### config.mk
export PLATFORM = sky130hd
export DESIGN_NAME = sys_ctrl_rx_cmd_flat
export DESIGN_NICKNAME = d
export VERILOG_FILES = /design/src/rtl/sys_ctrl_rx_cmd_if.sv /design/src/rtl/sys_ctrl_rx_cmd.sv /design/src/flat_wrapper.sv
export SDC_FILE = /design/constraint.sdc
export NUM_CORES = 1
export LEC_CHECK = 0
export ABC_AREA = 1
export BUFFER_PORTS_ARGS = -buffer_cell sky130_fd_sc_hd__buf_4
export CAP_MARGIN = 20
export CORE_MARGIN = 2
export CORE_UTILIZATION = 25
export CTS_CLUSTER_DIAMETER = 200
export DETAILED_ROUTE_END_ITERATION = 10
export MAX_ROUTING_LAYER = met4
export PLACE_DENSITY = 0.55
export SYNTH_ARGS = -nofsm -noshare
export SYNTH_HDL_FRONTEND = slang
export SYNTH_SLANG_ARGS = --single-unit
### constraint.sdc
create_clock -name clk_i -period 2.59 [get_ports clk_i]
set_input_delay 0.1295 -clock clk_i [delete_from_list [all_inputs] [get_ports clk_i]]
set_output_delay 0.1295 -clock clk_i [all_outputs]
set_load 0.02 [all_outputs]
### src/rtl/sys_ctrl_rx_cmd_if.sv
// Signal bundle between the RX command controller and its register file, ALU,
// RX synchronizer and TX serializer.
interface sys_ctrl_rx_cmd_if #(
  parameter int DATA_WIDTH = 8,
  parameter int ADDR_WIDTH = 4,
  parameter int FUN_WIDTH  = 4
);
  logic [DATA_WIDTH-1:0]   RX_P_DATA;
  logic                    RX_D_VLD;
  logic [DATA_WIDTH-1:0]   RF_RdData;
  logic                    RF_RdData_VLD;
  logic [2*DATA_WIDTH-1:0] ALU_OUT;
  logic                    ALU_OUT_VLD;
  logic                    TX_BUSY;
  logic [ADDR_WIDTH-1:0]   RF_Address;
  logic                    RF_WrEn;
  logic                    RF_RdEn;
  logic [DATA_WIDTH-1:0]   RF_WrData;
  logic                    ALU_EN;
  logic [FUN_WIDTH-1:0]    ALU_FUN;
  logic                    CLK_GATE_EN;
  logic [DATA_WIDTH-1:0]   TX_P_DATA;
  logic                    TX_D_VLD;

  modport master (
    input  RX_P_DATA, RX_D_VLD, RF_RdData, RF_RdData_VLD,
           ALU_OUT, ALU_OUT_VLD, TX_BUSY,
    output RF_Address, RF_WrEn, RF_RdEn, RF_WrData,
           ALU_EN, ALU_FUN, CLK_GATE_EN, TX_P_DATA, TX_D_VLD
  );

  modport slave (
    output RX_P_DATA, RX_D_VLD, RF_RdData, RF_RdData_VLD,
           ALU_OUT, ALU_OUT_VLD, TX_BUSY,
    input  RF_Address, RF_WrEn, RF_RdEn, RF_WrData,
           ALU_EN, ALU_FUN, CLK_GATE_EN, TX_P_DATA, TX_D_VLD
  );
endinterface

### src/rtl/sys_ctrl_rx_cmd.sv
// UART command-frame controller: decodes RX bytes into register-file and ALU
// operations and returns responses byte-by-byte over a busy-based TX handshake.
module sys_ctrl_rx_cmd #(
  parameter int DATA_WIDTH = 8,
  parameter int ADDR_WIDTH = 4,
  parameter int FUN_WIDTH  = 4
) (
  input  logic              clk_i,
  input  logic              rst_i,
  sys_ctrl_rx_cmd_if.master bus_io
);

  typedef enum logic [3:0] {
    ST_IDLE,
    ST_WR_ADDR,
    ST_WR_DATA,
    ST_RD_ADDR,
    ST_RD_WAIT,
    ST_ALU_A,
    ST_ALU_B,
    ST_ALU_FUN,
    ST_ALU_WAIT,
    ST_TX0,
    ST_TX1
  } state_e;

  localparam logic [DATA_WIDTH-1:0] CMD_WR      = DATA_WIDTH'(8'hAA);
  localparam logic [DATA_WIDTH-1:0] CMD_RD      = DATA_WIDTH'(8'hBB);
  localparam logic [DATA_WIDTH-1:0] CMD_ALU_OP  = DATA_WIDTH'(8'hCC);
  localparam logic [DATA_WIDTH-1:0] CMD_ALU_NOP = DATA_WIDTH'(8'hDD);

  state_e                  state_d, state_q;
  logic [ADDR_WIDTH-1:0]   rfAddr_d, rfAddr_q;
  logic [DATA_WIDTH-1:0]   rfWrData_d, rfWrData_q;
  logic                    rfWrEn_d, rfWrEn_q;
  logic                    rfRdEn_d, rfRdEn_q;
  logic                    aluEn_d, aluEn_q;
  logic [FUN_WIDTH-1:0]    aluFun_d, aluFun_q;
  logic                    clkGateEn_d, clkGateEn_q;
  logic [DATA_WIDTH-1:0]   txData_d, txData_q;
  logic                    txVld_d, txVld_q;
  logic [2*DATA_WIDTH-1:0] result_d, result_q;
  logic                    isAlu_d, isAlu_q;
  logic                    txSent_d, txSent_q;

  logic                    rxVld;
  logic [DATA_WIDTH-1:0]   rxByte;
  logic                    txBusy;

  assign rxVld  = bus_io.RX_D_VLD;
  assign rxByte = bus_io.RX_P_DATA;
  assign txBusy = bus_io.TX_BUSY;

  always_ff @(posedge clk_i or posedge rst_i) begin
    if (rst_i) begin
      state_q     <= ST_IDLE;
      rfAddr_q    <= '0;
      rfWrData_q  <= '0;
      rfWrEn_q    <= 1'b0;
      rfRdEn_q    <= 1'b0;
      aluEn_q     <= 1'b0;
      aluFun_q    <= '0;
      clkGateEn_q <= 1'b0;
      txData_q    <= '0;
      txVld_q     <= 1'b0;
      result_q    <= '0;
      isAlu_q     <= 1'b0;
      txSent_q    <= 1'b0;
    end else begin
      state_q     <= state_d;
      rfAddr_q    <= rfAddr_d;
      rfWrData_q  <= rfWrData_d;
      rfWrEn_q    <= rfWrEn_d;
      rfRdEn_q    <= rfRdEn_d;
      aluEn_q     <= aluEn_d;
      aluFun_q    <= aluFun_d;
      clkGateEn_q <= clkGateEn_d;
      txData_q    <= txData_d;
      txVld_q     <= txVld_d;
      result_q    <= result_d;
      isAlu_q     <= isAlu_d;
      txSent_q    <= txSent_d;
    end
  end

  always_comb begin
    state_d     = state_q;
    rfAddr_d    = rfAddr_q;
    rfWrData_d  = rfWrData_q;
    rfWrEn_d    = 1'b0;
    rfRdEn_d    = 1'b0;
    aluEn_d     = 1'b0;
    aluFun_d    = aluFun_q;
    clkGateEn_d = clkGateEn_q;
    txData_d    = txData_q;
    txVld_d     = 1'b0;
    result_d    = result_q;
    isAlu_d     = isAlu_q;
    txSent_d    = txSent_q;

    case (state_q)
      ST_IDLE: begin
        if (rxVld) begin
          case (rxByte)
            CMD_WR:      state_d = ST_WR_ADDR;
            CMD_RD:      state_d = ST_RD_ADDR;
            CMD_ALU_OP: begin
              state_d     = ST_ALU_A;
              clkGateEn_d = 1'b1;
            end
            CMD_ALU_NOP: begin
              state_d     = ST_ALU_FUN;
              clkGateEn_d = 1'b1;
            end
            default: ;
          endcase
        end
      end

      ST_WR_ADDR: begin
        if (rxVld) begin
          rfAddr_d = rxByte[ADDR_WIDTH-1:0];
          state_d  = ST_WR_DATA;
        end
      end

      ST_WR_DATA: begin
        if (rxVld) begin
          rfWrData_d = rxByte;
          rfWrEn_d   = 1'b1;
          state_d    = ST_IDLE;
        end
      end

      ST_RD_ADDR: begin
        if (rxVld) begin
          rfAddr_d = rxByte[ADDR_WIDTH-1:0];
          rfRdEn_d = 1'b1;
          state_d  = ST_RD_WAIT;
        end
      end

      // A capture with the serializer idle launches the first byte at once.
      ST_RD_WAIT: begin
        if (bus_io.RF_RdData_VLD) begin
          result_d = {{DATA_WIDTH{1'b0}}, bus_io.RF_RdData};
          isAlu_d  = 1'b0;
          state_d  = ST_TX0;
          txSent_d = !txBusy;
          if (!txBusy) begin
            txVld_d  = 1'b1;
            txData_d = bus_io.RF_RdData;
          end
        end
      end

      ST_ALU_A: begin
        if (rxVld) begin
          rfAddr_d   = ADDR_WIDTH'(0);
          rfWrData_d = rxByte;
          rfWrEn_d   = 1'b1;
          state_d    = ST_ALU_B;
        end
      end

      ST_ALU_B: begin
        if (rxVld) begin
          rfAddr_d   = ADDR_WIDTH'(1);
          rfWrData_d = rxByte;
          rfWrEn_d   = 1'b1;
          state_d    = ST_ALU_FUN;
        end
      end

      ST_ALU_FUN: begin
        if (rxVld) begin
          aluFun_d = rxByte[FUN_WIDTH-1:0];
          aluEn_d  = 1'b1;
          state_d  = ST_ALU_WAIT;
        end
      end

      ST_ALU_WAIT: begin
        if (bus_io.ALU_OUT_VLD) begin
          result_d    = bus_io.ALU_OUT;
          isAlu_d     = 1'b1;
          clkGateEn_d = 1'b0;
          state_d     = ST_TX0;
          txSent_d    = !txBusy;
          if (!txBusy) begin
            txVld_d  = 1'b1;
            txData_d = bus_io.ALU_OUT[DATA_WIDTH-1:0];
          end
        end
      end

      // Leave only once the serializer has raised busy for the byte just sent.
      ST_TX0: begin
        if (!txSent_q) begin
          if (!txBusy) begin
            txVld_d  = 1'b1;
            txData_d = result_q[DATA_WIDTH-1:0];
            txSent_d = 1'b1;
          end
        end else if (txBusy) begin
          txSent_d = 1'b0;
          state_d  = isAlu_q ? ST_TX1 : ST_IDLE;
        end
      end

      ST_TX1: begin
        if (!txSent_q) begin
          if (!txBusy) begin
            txVld_d  = 1'b1;
            txData_d = result_q[2*DATA_WIDTH-1:DATA_WIDTH];
            txSent_d = 1'b1;
          end
        end else if (txBusy) begin
          txSent_d = 1'b0;
          state_d  = ST_IDLE;
        end
      end

      default: state_d = ST_IDLE;
    endcase
  end

  assign bus_io.RF_Address  = rfAddr_q;
  assign bus_io.RF_WrData   = rfWrData_q;
  assign bus_io.RF_WrEn     = rfWrEn_q;
  assign bus_io.RF_RdEn     = rfRdEn_q;
  assign bus_io.ALU_EN      = aluEn_q;
  assign bus_io.ALU_FUN     = aluFun_q;
  assign bus_io.CLK_GATE_EN = clkGateEn_q;
  assign bus_io.TX_P_DATA   = txData_q;
  assign bus_io.TX_D_VLD    = txVld_q;

endmodule
### src/flat_wrapper.sv
// flat-port wrapper written by rule: the top's interface ports become plain ports
module sys_ctrl_rx_cmd_flat 
#(
  parameter int DATA_WIDTH = 8,
  parameter int ADDR_WIDTH = 4,
  parameter int FUN_WIDTH  = 4
)
  (clk_i, rst_i, bus_io_RX_P_DATA, bus_io_RX_D_VLD, bus_io_RF_RdData, bus_io_RF_RdData_VLD, bus_io_ALU_OUT, bus_io_ALU_OUT_VLD, bus_io_TX_BUSY, bus_io_RF_Address, bus_io_RF_WrEn, bus_io_RF_RdEn, bus_io_RF_WrData, bus_io_ALU_EN, bus_io_ALU_FUN, bus_io_CLK_GATE_EN, bus_io_TX_P_DATA, bus_io_TX_D_VLD);
  sys_ctrl_rx_cmd_if #(.DATA_WIDTH(DATA_WIDTH), .ADDR_WIDTH(ADDR_WIDTH), .FUN_WIDTH(FUN_WIDTH)) bus_io_i ();
  input  logic clk_i;
  input  logic rst_i;
  input wire logic [$bits(bus_io_i.RX_P_DATA)-1:0] bus_io_RX_P_DATA;
  input wire logic [$bits(bus_io_i.RX_D_VLD)-1:0] bus_io_RX_D_VLD;
  input wire logic [$bits(bus_io_i.RF_RdData)-1:0] bus_io_RF_RdData;
  input wire logic [$bits(bus_io_i.RF_RdData_VLD)-1:0] bus_io_RF_RdData_VLD;
  input wire logic [$bits(bus_io_i.ALU_OUT)-1:0] bus_io_ALU_OUT;
  input wire logic [$bits(bus_io_i.ALU_OUT_VLD)-1:0] bus_io_ALU_OUT_VLD;
  input wire logic [$bits(bus_io_i.TX_BUSY)-1:0] bus_io_TX_BUSY;
  output wire logic [$bits(bus_io_i.RF_Address)-1:0] bus_io_RF_Address;
  output wire logic [$bits(bus_io_i.RF_WrEn)-1:0] bus_io_RF_WrEn;
  output wire logic [$bits(bus_io_i.RF_RdEn)-1:0] bus_io_RF_RdEn;
  output wire logic [$bits(bus_io_i.RF_WrData)-1:0] bus_io_RF_WrData;
  output wire logic [$bits(bus_io_i.ALU_EN)-1:0] bus_io_ALU_EN;
  output wire logic [$bits(bus_io_i.ALU_FUN)-1:0] bus_io_ALU_FUN;
  output wire logic [$bits(bus_io_i.CLK_GATE_EN)-1:0] bus_io_CLK_GATE_EN;
  output wire logic [$bits(bus_io_i.TX_P_DATA)-1:0] bus_io_TX_P_DATA;
  output wire logic [$bits(bus_io_i.TX_D_VLD)-1:0] bus_io_TX_D_VLD;
  assign bus_io_i.RX_P_DATA = bus_io_RX_P_DATA;
  assign bus_io_i.RX_D_VLD = bus_io_RX_D_VLD;
  assign bus_io_i.RF_RdData = bus_io_RF_RdData;
  assign bus_io_i.RF_RdData_VLD = bus_io_RF_RdData_VLD;
  assign bus_io_i.ALU_OUT = bus_io_ALU_OUT;
  assign bus_io_i.ALU_OUT_VLD = bus_io_ALU_OUT_VLD;
  assign bus_io_i.TX_BUSY = bus_io_TX_BUSY;
  assign bus_io_RF_Address = bus_io_i.RF_Address;
  assign bus_io_RF_WrEn = bus_io_i.RF_WrEn;
  assign bus_io_RF_RdEn = bus_io_i.RF_RdEn;
  assign bus_io_RF_WrData = bus_io_i.RF_WrData;
  assign bus_io_ALU_EN = bus_io_i.ALU_EN;
  assign bus_io_ALU_FUN = bus_io_i.ALU_FUN;
  assign bus_io_CLK_GATE_EN = bus_io_i.CLK_GATE_EN;
  assign bus_io_TX_P_DATA = bus_io_i.TX_P_DATA;
  assign bus_io_TX_D_VLD = bus_io_i.TX_D_VLD;
  sys_ctrl_rx_cmd #(.DATA_WIDTH(DATA_WIDTH), .ADDR_WIDTH(ADDR_WIDTH), .FUN_WIDTH(FUN_WIDTH)) u_core (.clk_i(clk_i), .rst_i(rst_i), .bus_io(bus_io_i));
endmodule
; ---- Yosys cells after proc, flatten, opt, wreduce, memory -nomap -nowiden
; Cells that the tools add are included.
[totals]
reg_bits = 51
latchBits = 0
mem_bits_rw = 0
romBits = 0
inputBits = 38
output_inout_bits = 29
wordCells = 118
memories = 0
[op_classes]
n_addsub = 0
n_mul = 0
n_div = 0
magnitude_cmp = 0
eq_ne = 36
shift = 0
mux = 50
n_bitwise = 0
n_reduce_logical = 19
[ops]
columns = cell, count
row1 = 2-to-1 mux 4 bit, 16
row2 = 2-to-1 mux 8 bit, 8
row3 = one-hot mux 4 bit (11 select lines), 1
row4 = inequality test 2 bit (second input constant), 18
row5 = equality test 8 bit (second input constant), 4
row6 = 2-to-1 mux 16 bit, 2
row7 = one-hot mux 16 bit (2 select lines), 1
row8 = one-hot mux 8 bit (4 select lines), 1
row9 = equality test 4 x 3 -> 1 bit (second input constant), 4
row10 = one-hot mux 4 bit (4 select lines), 1
row11 = 2-to-1 mux 1 bit, 15
row12 = AND reduction 14 bit, 1
row13 = equality test 4 bit (second input constant), 3
row14 = one-hot mux 4 bit (3 select lines), 1
row15 = AND reduction 9 bit, 1
row16 = equality test 4 x 2 -> 1 bit (second input constant), 2
row17 = AND reduction 4 bit, 2
row18 = inequality test 2 x 1 -> 1 bit (second input constant), 3
row19 = one-hot mux 1 bit (3 select lines), 2
row20 = AND reduction 3 bit, 2
row21 = nonzero test 3 bit, 2
row22 = OR reduction 2 bit, 3
row23 = inequality test 5 bit (second input constant), 1
row24 = equality test 4 x 1 -> 1 bit (second input constant), 1
row25 = 7 further kinds, 10

; ---- Longest topological paths before layout
; Gate-level depths: netlist of the first run.
[logic_depth]
depth_word = 5
mapped_depth = 10
mapped_depth_nobuf = 10

; ---- Least setup slack after synthesis of the first run
; OpenSTA, ideal clock, no wires.
[synth_timing]
path_kind = register to register
startpoint = register u_core.state_q[0]
endpoint = register u_core.result_q[15]
setup_time_ns = 0.117
arrival_ns = 1.383
t_required_ns = 2.473
path_slack_ns = 1.090
stages_incl_launch_ff = 9
n_path_buf = 2
synth_period_minus_slack_ns = 1.500
cell_sequence = dfrtp_1 > buf_4 > nor2_1 > nand2_2 > o21ai_2 > nand2_4 > buf_6 > nand2_2 > o21ai_2
[synth_between]
elab_chain_len = 3
word_cells_on_any_way = 7
cone_classes = eq/ne: 4 / mux: 1 / reduce/logical: 2
[synth_rtl]
columns = item, line
row1 = start: declaration, sys_ctrl_rx_cmd.sv:32  ; state_e state_d, state_q;
row2 = start signal: assignment, sys_ctrl_rx_cmd.sv:70  ; state_q <= state_d;
row3 = equality test 4 bit or equality test 4 x 3 -> 1 bit (tied branches), sys_ctrl_rx_cmd.sv:101  ; case (state_q)
row4 = inequality test 2 bit (no line) or nonzero test 2 bit (tied branches), n/a
row5 = AND reduction 3 bit (no line), n/a
row6 = end signal: assignment, sys_ctrl_rx_cmd.sv:80  ; result_q <= result_d;
row7 = end: declaration, sys_ctrl_rx_cmd.sv:42  ; logic [2*DATA_WIDTH-1:0] result_d, result_q;
; Parallel ways exist; a longest one is shown, timed or not.
; A chain may end at the register's enable or synchronous reset.

; ---- Worst setup path after layout of the first run
[layout_timing]
startpoint = register u_core.state_q[0]
endpoint = register u_core.result_q[2]
; The elaborated chain is that of the path after synthesis.

==> results of run 1 <==
## per-layer routing
metal,global-route usage [%],up-vias
met1,17.5,1068
met2,18.1,49
li1,-,1210
met4,4.67,0
met5,-,-
met3,1.69,11
## timing repair
action                                 in CTS  in global routing
hold buffers                                1                  0
endpoints found under the hold margin      21                  0
gates resized for setup                     0                  0
## cells by family after synthesis
family | Yosys count | synth area share, %
simple gates | 223 | 38.8
buf+inv | 35 | 5.97
flops | 51 | 47.2
compound gates | 32 | 8.05
## worst reg2reg max path: stages, from the launching register on
cell and delay [ns]:
dfrtp_1 0.49, inv_1 0.12, nand2_2 0.15, nor2_4 0.05
inv_2 0.20, o21ai_2 0.12, nand2_4 0.29, inv_2 0.15
nand2_1 0.08, nand2_1 0.05
## state kept, by name, indices dropped and copies added, names as in the netlist
name and count:
u_core.bus_io.ALU_EN 1, u_core.bus_io.ALU_FUN 4, u_core.bus_io.CLK_GATE_EN 1, u_core.bus_io.RF_Address 4
u_core.bus_io.RF_RdEn 1, u_core.bus_io.RF_WrData 8, u_core.bus_io.RF_WrEn 1, u_core.bus_io.TX_D_VLD 1
u_core.bus_io.TX_P_DATA 8, u_core.isAlu_q 1, u_core.result_q 16, u_core.state_q 4
u_core.txSent_q 1
## layout by cell type (no fill, tap or decap), drive strengths merged
cell type    instances
nand2              175
buf                 69
dfrtp               51
inv                 29
o21ai               27
nor2                19
nand3               14
nand4               11
clkbuf               6
a21oi                3
nor3                 3
nand3b               1
o2bb2ai              1
a31oi                1
bufinv               1
dlygate4sd3          1
## metrics by stage
step           std cells  setup slack, ns  power [mW]
2_1_floorplan        341             1.09        2.74
3_3_place_gp         540            0.853        3.32
3_5_place_dp         540            0.804        3.34
4_1_cts              548            0.790        3.89
5_1_grt              548            0.571        4.19
6_report             548            0.800        3.86
## worst min-delay path by stage
stage / from / to / slack, ns / cells after the start
after global placement: rst_i / u_core.bus_io.ALU_EN$_DFF_PP0_ / 0.20 / 2
after detailed placement: rst_i / u_core.bus_io.ALU_EN$_DFF_PP0_ / 0.20 / 2
after global routing: bus_io_RX_P_DATA[7] / u_core.bus_io.RF_WrData[7]$_DFFE_PP0P_ / 0.05 / 3
after floorplan: bus_io_RX_P_DATA[6] / u_core.bus_io.RF_WrData[6]$_DFFE_PP0P_ / 0.24 / 2
after CTS: bus_io_RX_P_DATA[7] / u_core.bus_io.RF_WrData[7]$_DFFE_PP0P_ / 0.03 / 3
final: bus_io_RX_P_DATA[7] / u_core.bus_io.RF_WrData[7]$_DFFE_PP0P_ / 0.04 / 3
## area by class of cell
class / instances / area, sq um / share of cell area (%)
well taps: 136 / 170 / 4.92
clock buffers: 6 / 72.6 / 2.10
flip-flops and latches: 51 / 1280 / 36.9
repair buffers: 70 / 528 / 15.3
inverters: 29 / 116 / 3.36
clock inverters: 1 / 30.0 / 0.868
multi-input cells: 255 / 1270 / 36.6
## power breakdown
group / switching, mW / total, mW / internal (mW)
Sequential: 0.217 / 1.34 / 1.12
Clock: 0.254 / 0.537 / 0.283
Combinational: 1.28 / 1.99 / 0.712
==> results.json, run 1 <==
{
  "cts_num_sinks": 51,
  "fin_hold_ws_ns": 0.0400,
  "worst_pin_slew_ns": 0.491,
  "cts_setup_buffers": 0,
  "wl_met2_mm": 3.10,
  "die_w_um": 108,
  "rsz0062_at_grt": "no",
  "maxSlewViolCount": 0,
  "cellLeakagePower_nw": 1.79,
  "clock.fmax_mhz": 559,
  "hold_class": "input pin to flop",
  "crit_chain": "inv_1, nand2_2, nor2_4, inv_2, o21ai_2, nand2_4, inv_2, nand2_1, nand2_1",
  "routabilityCongestion": 0.871,
  "synth-edff-count": 0,
  "cts_buffers": 5,
  "wl_met3_um": 227,
  "synth.most_common_cell": "nand2_1",
  "netlist_top_cells_count": "nand2_1, dfrtp_1, inv_1, nand2_2, nor2_1",
  "routedWlPerCell_um": 12.4,
  "p_per_area_mw_per_mm2": 1120,
  "dr.first_iter.drc_count": 120,
  "clk_latency_ns": 0.31,
  "final_area_sq_mm": 0.00346,
  "initial_core_util_pct": 26.0,
  "crit_arrival_ns": 1.99,
  "clk_pin_slew_ns": 0.09,
  "postLayoutCoreUtil_pct": 33.2,
  "num_antenna_cells": 0,
  "timing.critical_path.depth": 9,
  "finalSetupTns_ns": 0,
  "status": "finished clean",
  "fillers": 1106,
  "cpPeakStageDelay_ns": 0.49,
  "cp.buffers_inverters": 3,
  "cp-startpoint": "u_core.state_q[0]$_DFFE_PP0P_",
  "endpoint": "u_core.result_q[2]$_DFFE_PP0P_",
  "grt_pass1_wl_mm": 11.0,
  "ys_types": 25,
  "synth_top_area_share_pct": 47.2,
  "setup.worst_path.class": "flop to flop",
  "ys.flop_type": "dfrtp_1",
  "synthArstFlopShare_pct": 100,
  "rr_endpoint": "u_core.result_q[2]$_DFFE_PP0P_",
  "grt_pass1_vias": 2191,
  "startpoint_type": "flop",
  "fin_crit_ns": 1.79,
  "grt_overflow": 0,
  "rrSetupSlack_ns": 0.80,
  "hold_viol": 0,
  "nets": 450,
  "relSlewSlack_pct": 67.2,
  "cp.required_ns": 2.79,
  "row_count": 37,
  "path_max_fanout": 27,
  "synthTopCellsByArea": "dfrtp_1, nand2_1, nand2_2",
  "synth-seq-cells": 51,
  "drive_above_1_share_pct": 31.3,
  "m1WireLength_mm": 3.31,
  "yosys_warnings": 0,
  "vias": 2338,
  "syn_inst": 341,
  "cts_root_buf": "clkbuf_8",
  "finalClockSkew_ns": 0.00829,
  "core-area_sq_mm": 0.0104,
  "drv_cap": 0,
  "reg2reg_from": "u_core.state_q[0]$_DFFE_PP0P_",
  "cts_max_path_buffers": 2,
  "syn2layout_area_growth_pct": 27.9,
  "fin_crit_sh_pct": 69.1,
  "top_layer": "met4",
  "syn_area_sq_mm": 0.00271,
  "dpl_cell_area_sq_mm": 0.00335,
  "dieArea_sq_mm": 0.0117,
  "detail-route-antenna-nets": 0,
  "end_kind": "flop",
  "cts_tree": "built",
  "dr.pass1.iters": 4,
  "grt_max_degree": 28,
  "io_buffers": 66,
  "syn_area_per_cell_sq_um": 7.93,
  "slowest_stage": "dfrtp_1",
  "via_per_inst": 4.27,
  "antenna_found_initial": 0,
  "io_pins": 67,
  "ff2ff_path_depth": 9,
  "cp_top_family": "simple AND/OR/NAND/NOR gates",
  "setup_violations": 0,
  "synth-seq-area-share_pct": 47.2,
  "track_usage_pct": 12.4,
  "htreeDepth": 2,
  "yosys.area.top_type": "dfrtp_1",
  "drc": 0,
  "peakVddDrop_mv": 0.258,
  "synth_nets": 379,
  "drt_wl_total_mm": 6.77,
  "die_h_um": 108,
  "post-dp-hpwl_mm": 5.19
}
(Power assumes the default switching activity.)
==> inputs of run 2 (changes only) <==
--- a/config.mk
+++ b/config.mk
@@ -5,7 +5,7 @@
 export SDC_FILE = /design/constraint.sdc
 export NUM_CORES = 1
 export LEC_CHECK = 0
-export ABC_AREA = 1
+export ABC_AREA = 0
 export BUFFER_PORTS_ARGS = -buffer_cell sky130_fd_sc_hd__buf_4
 export CAP_MARGIN = 20
 export CORE_MARGIN = 2
==> constraint.sdc (replaced) <==
create_clock -name clk_i -period 1.7 [get_ports clk_i]
set_input_delay 0.085 -clock clk_i [delete_from_list [all_inputs] [get_ports clk_i]]
set_output_delay 0.085 -clock clk_i [all_outputs]
set_load 0.02 [all_outputs]
==> run 2 against run 1 <==
Net effect: the flow now finishes with violations (negative setup slack); first-iteration DRC count up 14%; clock power up 38%; sequential share of layout area down 2.4 points; sequential power up 51%; register-to-register slack worse by 0.90 ns; final area up 7.2%; fmax down 0.61%; critical path depth down 3; clock skew up 0.0028 ns; global-route usage up 1.1 points; clock-buffer cell count unchanged.
==> results.json, run 2 <==
{
  "status": "complete, but fails checks",
  "violations": "negative setup slack",
  "drive_above_1_share_pct": 39.4,
  "end_kind": "flop",
  "synth-seq-cells": 51,
  "cts_root_buf": "clkbuf_8",
  "syn_inst": 261,
  "worst_pin_slew_ns": 0.485,
  "hold_viol": 0,
  "rsz0062_at_grt": "yes",
  "ff2ff_path_depth": 6,
  "dieArea_sq_mm": 0.0110,
  "clk_latency_ns": 0.30,
  "synth_top_area_share_pct": 50.4,
  "finalClockSkew_ns": 0.0111,
  "dp_slack_ns": -0.100,
  "swShare_pct": 39.0,
  "io_buffers": 66,
  "dr.pass1.iters": 4,
  "peakVddDrop_mv": 0.494,
  "syn_area_per_cell_sq_um": 9.71,
  "yosys_warnings": 0,
  "io_pins": 67,
  "initial_core_util_pct": 25.8,
  "synth-seq-area-share_pct": 50.4,
  "crit_arrival_ns": 1.99,
  "routabilityCongestion": 0.868,
  "fin_hold_ws_ns": 0.00321,
  "via_per_inst": 4.58,
  "layout_commonest_cell": "buf_4",
  "final_cells": 496,
  "cts_num_sinks": 51,
  "final_area_sq_mm": 0.00371,
  "grt_pass1_wl_mm": 11.7,
  "intPower_mw": 3.83,
  "clk_pin_slew_ns": 0.10,
  "hold_path_depth": 3,
  "fin_crit_sh_pct": 106,
  "layout_common_cells": "buf_4, dfrtp_1, nand2_1",
  "setup.worst_path.class": "flop to flop",
  "regMostFlops": "u_core.result_q",
  "row_count": 36,
  "cts_max_path_buffers": 2,
  "dp.cells": 475,
  "synth.most_common_cell": "dfrtp_1",
  "syn_area_sq_mm": 0.00253,
  "dpl_cell_area_sq_mm": 0.00343,
  "dr.first_iter.drc_count": 137,
  "finalWorstSetupSlack_ns": -0.101,
  "antenna_found_initial": 0,
  "largest_register_ffs": 16,
  "ys.flop_type": "dfrtp_1",
  "yosys.area.top_type": "dfrtp_1",
  "drt_wl_total_mm": 6.91,
  "p_per_area_mw_per_mm2": 1690,
  "post-dp-hpwl_mm": 5.12,
  "relSlewSlack_pct": 67.6,
  "grt_overflow": 0,
  "synth-edff-count": 0,
  "track_usage_pct": 13.5,
  "ys_types": 41,
  "maxSlewViolCount": 0,
  "hold_class": "input pin to flop",
  "seqPwrFrac_pct": 32.4,
  "rrSetupSlack_ns": -0.10,
  "synthArstFlopShare_pct": 100,
  "reg2reg_from": "u_core.state_q[3]$_DFFE_PP0P_",
  "p_sw_mw": 2.44,
  "grt_max_degree": 32,
  "die_h_um": 105,
  "drv_cap": 0,
  "core-area_sq_mm": 0.00982,
  "p_comb_share_pct": 55.8,
  "routedWlPerCell_um": 13.9,
  "syn2layout_area_growth_pct": 46.4,
  "vias": 2271,
  "nets": 400,
  "synthTopCellsByArea": "dfrtp_1, nand2_1, mux2_2",
  "detail-route-antenna-nets": 0,
  "cp.required_ns": 1.89,
  "clockPowerShare_pct": 11.8,
  "rr_endpoint": "u_core.bus_io.TX_P_DATA[1]$_DFFE_PP0P_",
  "fin_crit_ns": 1.80,
  "hold_end": "u_core.result_q[10]$_DFFE_PP0P_",
  "cts_tree": "built",
  "die_w_um": 105,
  "cellLeakagePower_nw": 1.78,
  "htreeDepth": 2,
  "fillers": 1042,
  "startpoint_type": "flop",
  "num_antenna_cells": 0,
  "synth_nets": 299,
  "path_max_fanout": 9,
  "cts_buffers": 5,
  "cp-startpoint": "u_core.state_q[3]$_DFFE_PP0P_",
  "grt_pass1_vias": 2304,
  "netlist_top_cells_count": "dfrtp_1, nand2_1, nor2_1, a31oi_1, a21oi_1",
  "drc": 0,
  "clock.fmax_mhz": 555,
  "setup_violations": 11,
  "hp-start": "bus_io_ALU_OUT[10]"
}
[run 2: cell count changes in the layout (fill, tap and decap cells not counted), moves of 9 or more]
cell / before / now
a31oi_1: 1 / 18
a21oi_1: 2 / 13
mux2_2: 0 / 12
buf_4: 69 / 93
nand2b_1: 0 / 10
o21ai_2: 11 / 0
nand2_2: 23 / 0
inv_1: 24 / 8
nand4_1: 11 / 2
nand2_1: 146 / 39
[run 2: metal layers]
layer  GRT usage, %  routed length (um)
met5              -                   0
met3           2.12                 278
met2           19.5                3060
met1           19.5                3480
met4           4.19                  97
[run 2: how the worst max path moves through the flow]
stage / slack, ns / end
2_1_floorplan: -0.04 / u_core.bus_io.TX_P_DATA[0]$_DFFE_PP0P_
3_3_place_gp: -0.08 / u_core.bus_io.TX_P_DATA[2]$_DFFE_PP0P_
3_5_place_dp: -0.1 / u_core.bus_io.TX_P_DATA[2]$_DFFE_PP0P_
4_1_cts: -0.10 / u_core.bus_io.TX_P_DATA[1]$_DFFE_PP0P_
5_1_grt: -0.18 / u_core.bus_io.TX_P_DATA[1]$_DFFE_PP0P_
6_report: -0.10 / u_core.bus_io.TX_P_DATA[1]$_DFFE_PP0P_
[run 2: logic make-up (layout without fill, tap and decap cells)]
group | after synthesis | count (layout) | share of synthesized area, %
muxes | 23 | 23 | 11.1
buffers and inverters | 25 | 127 | 4.35
xor gates and xnor gates | 3 | 3 | 1.04
AOI/OAI and AO/OA | 60 | 60 | 14.6
DFF | 51 | 51 | 50.4
and+or+nand+nor | 99 | 99 | 18.6
[run 2: area by class of cell]
cell class                 instances  area (sq um)  share of cell area (%)
sequential                        51          1280                    34.4
multi-input combinational        185          1190                    32.0
timing repair buffer             110           946                    25.5
tap                              133           166                    4.49
clock buffer                       6          82.6                    2.23
inverter                           9          33.8                   0.911
clock inverter                     2          16.3                   0.439
[run 2: repair_timing]
action / CTS / global route
buffers inserted: 1 / 3
pin swaps: 1 / 5
setup endpoints to repair: 12 / 26
gates cloned: 0 / 1
hold buffers: 8 / 0
resized for setup: 6 / 7
endpoints found under the hold margin: 27 / 0
[run 2: power by group through the flow]
stage               logic [mW]  registers (mW)  clock network, mW
floorplan                 1.61            2.34                  0
global placement          3.28            2.05                  0
detailed placement        3.33            2.05                  0
CTS                       3.40            2.03              0.769
global route              3.82            2.10              0.816
finish                    3.50            2.03              0.741
[run 2: worst max-delay path, cell delays in order (launching register included)]
cell and delay [ns]:
dfrtp_1 0.41, and4bb_2 0.28, a21oi_1 0.04, o22a_1 0.21, a311o_1 0.29, buf_6 0.15
mux2_4 0.30
[run 2: stage by stage]
step	utilization, %	setup TNS, ns	total power, mW
3_3_place_gp	34.9	-0.641	5.34
4_1_cts	37.1	-0.790	6.20
5_1_grt	37.8	-1.77	6.74
2_1_floorplan	-	-0.274	3.96
3_5_place_dp	34.9	-0.757	5.38
6_report	37.8	-0.782	6.28
==> inputs of run 3 (changes only) <==
--- a/config.mk
+++ b/config.mk
@@ -9,11 +9,12 @@
 export BUFFER_PORTS_ARGS = -buffer_cell sky130_fd_sc_hd__buf_4
 export CAP_MARGIN = 20
 export CORE_MARGIN = 2
-export CORE_UTILIZATION = 25
+export CORE_UTILIZATION = 50
 export CTS_CLUSTER_DIAMETER = 200
 export DETAILED_ROUTE_END_ITERATION = 10
+export HOLD_SLACK_MARGIN = 0.1
 export MAX_ROUTING_LAYER = met4
-export PLACE_DENSITY = 0.55
+export PLACE_DENSITY_LB_ADDON = 0.25
 export SYNTH_ARGS = -nofsm -noshare
 export SYNTH_HDL_FRONTEND = slang
 export SYNTH_SLANG_ARGS = --single-unit
==> run 3 against run 2 <==
Net effect: the flow still finishes with violations (negative setup slack); final cell count fell by 6.9%; clock skew fell by 0.0042 ns; total power rose by 6.9%; hold slack improved by 0.15 ns; clock-buffer cell count fell by 1; fmax fell by 2.0%; clock power rose by 16%; sequential share of layout area fell by 2.1 points; sequential power rose by 2%; register-to-register slack got worse by 0.04 ns; critical path type unchanged.
==> results.json, run 3 (same netlist as run 2, synthesis figures left out) <==
{
  "detail-route-antenna-nets": 0,
  "routedWlPerCell_um": 16.6,
  "crit_chain": "and2b_2, a21oi_1, o22a_1, a311o_1, buf_6, mux2_4",
  "slowest_stage": "dfrtp_1",
  "layout_commonest_cell": "buf_4",
  "maxSlewViolCount": 0,
  "p_comb_share_pct": 56.4,
  "finalPower_mw": 6.71,
  "cts_root_buf": "clkbuf_8",
  "fin_crit_sh_pct": 108,
  "grt_max_degree": 23,
  "hold_viol": 0,
  "vias": 2557,
  "crit_arrival_ns": 2.04,
  "startpoint_type": "flop",
  "cpPeakStageDelay_ns": 0.42,
  "rsz0062_at_grt": "yes",
  "grt_pass1_vias": 2401,
  "cts_max_path_buffers": 2,
  "initial_core_util_pct": 52.6,
  "final_area_sq_mm": 0.00395,
  "clk_latency_ns": 0.31,
  "num_antenna_cells": 0,
  "core-area_sq_mm": 0.00482,
  "io_buffers": 66,
  "die_w_um": 75.2,
  "regMostFlops": "u_core.result_q",
  "post-dp-hpwl_mm": 4.79,
  "cellLeakagePower_nw": 1.93,
  "cts_tree": "built",
  "intPower_mw": 4.06,
  "cp.buffers_inverters": 1,
  "drt_wl_total_mm": 7.67,
  "htreeDepth": 2,
  "routabilityCongestion": 0.855,
  "cts_num_sinks": 51,
  "drv_cap": 0,
  "setup.worst_path.class": "flop to flop",
  "path_max_fanout": 9,
  "antenna_found_initial": 0,
  "fillers": 303,
  "postLayoutCoreUtil_pct": 81.9,
  "violations": "negative setup slack",
  "swShare_pct": 39.4,
  "finalSetupTns_ns": -1.12,
  "seqPwrFrac_pct": 30.8,
  "io_pins": 67,
  "finalClockSkew_ns": 0.00685,
  "fin_crit_ns": 1.84,
  "dr.pass1.iters": 5,
  "die_h_um": 75.2,
  "grt_pass1_wl_mm": 11.6,
  "cp_top_family": "compound AO/OA/AOI/OAI gates",
  "track_usage_pct": 27.9,
  "peakVddDrop_mv": 0.932,
  "cts_buffers": 5,
  "setup_violations": 11,
  "ff_latch_area_sq_mm": 0.00128,
  "drive_above_1_share_pct": 40.0,
  "end_kind": "flop",
  "dr.first_iter.drc_count": 213,
  "layout_common_cells": "buf_4, dfrtp_1, nand2_1",
  "multi_input_area_sq_mm": 0.00123,
  "clock.fmax_mhz": 544,
  "grt_overflow": 0,
  "p_per_area_mw_per_mm2": 1700,
  "p_sw_mw": 2.65,
  "via_per_inst": 5.53,
  "drc": 0,
  "status": "complete, but fails checks",
  "syn2layout_area_growth_pct": 55.7,
  "hold_class": "input pin to flop",
  "worst_pin_slew_ns": 0.452,
  "clk_pin_slew_ns": 0.10,
  "dieArea_sq_mm": 0.00565,
  "largest_register_ffs": 16,
  "finalWorstSetupSlack_ns": -0.138,
  "cp.required_ns": 1.91,
  "relSlewSlack_pct": 69.4,
  "row_count": 25,
  "clockPowerShare_pct": 12.8,
  "fin_hold_ws_ns": 0.152,
  "nets": 432,
  "dpl_cell_area_sq_mm": 0.00332
}
## run 3: area by class of cell
| class | count | share of cell area [%] |
|---|---|---|
| flip-flops and latches | 51 | 32.4 |
| multi-input cells | 185 | 31.3 |
| repair buffers | 142 | 30.4 |
| well taps | 67 | 2.12 |
| clock buffers | 5 | 1.74 |
| clock inverters | 3 | 1.11 |
| inverters | 9 | 0.951 |
## run 3: worst register-to-register path: stages (launching register included)
cell and delay, ns:
dfrtp_1 0.42, and2b_2 0.27, a21oi_1 0.08, o22a_1 0.22, a311o_1 0.29, buf_6 0.16
mux2_4 0.30
## run 3: timing repair
item                                   in CTS  in global routing
pin swaps                                   1                  4
setup buffers                               1                  6
endpoints found under the hold margin      53                  0
hold buffers                               31                  0
setup endpoints to repair                  19                 37
gates cloned                                0                  2
gates resized for setup                     6                 28
## run 3: final timing paths
check / to / slack [ns] / depth (start not counted) / from
min: u_core.result_q[2]$_DFFE_PP0P_ / 0.15 / 4 / bus_io_ALU_OUT[2]
max in group asynchronous: u_core.state_q[1]$_DFFE_PP0P_ / 0.71 / 4 / rst_i
max: u_core.bus_io.TX_P_DATA[5]$_DFFE_PP0P_ / -0.14 / 6 / u_core.state_q[2]$_DFFE_PP0P_
max reg2reg: u_core.bus_io.TX_P_DATA[5]$_DFFE_PP0P_ / -0.14 / 6 / u_core.state_q[2]$_DFFE_PP0P_
min reg2reg: u_core.result_q[13]$_DFFE_PP0P_ / 0.49 / 2 / u_core.result_q[13]$_DFFE_PP0P_
min in group asynchronous: u_core.bus_io.TX_D_VLD$_DFF_PP0_ / 0.34 / 3 / rst_i
## run 3: power by group through the flow
stage,combinational [mW],sequential [mW],clock [mW]
6_report,3.78,2.07,0.857
5_1_grt,4.07,2.12,0.912
4_1_cts,3.34,2.05,0.854
3_5_place_dp,3.23,2.07,0
3_3_place_gp,3.16,2.04,0
2_1_floorplan,1.61,2.34,0
## run 3: metrics by stage
stage | std cells | setup WS (ns)
after floorplan | 261 | -0.0392
after global placement | 414 | -0.0926
after detailed placement | 414 | -0.114
after CTS | 454 | -0.114
after global routing | 462 | -0.214
final | 462 | -0.138
## run 3: per-layer routing
metal / wire length (um) / share of wire, % / GRT usage [%]
met5: 0 / 0 / -
met4: 246 / 3.2 / 6.24
met3: 510 / 6.7 / 4.69
met2: 3670 / 48 / 44.3
met1: 3240 / 42 / 37.8
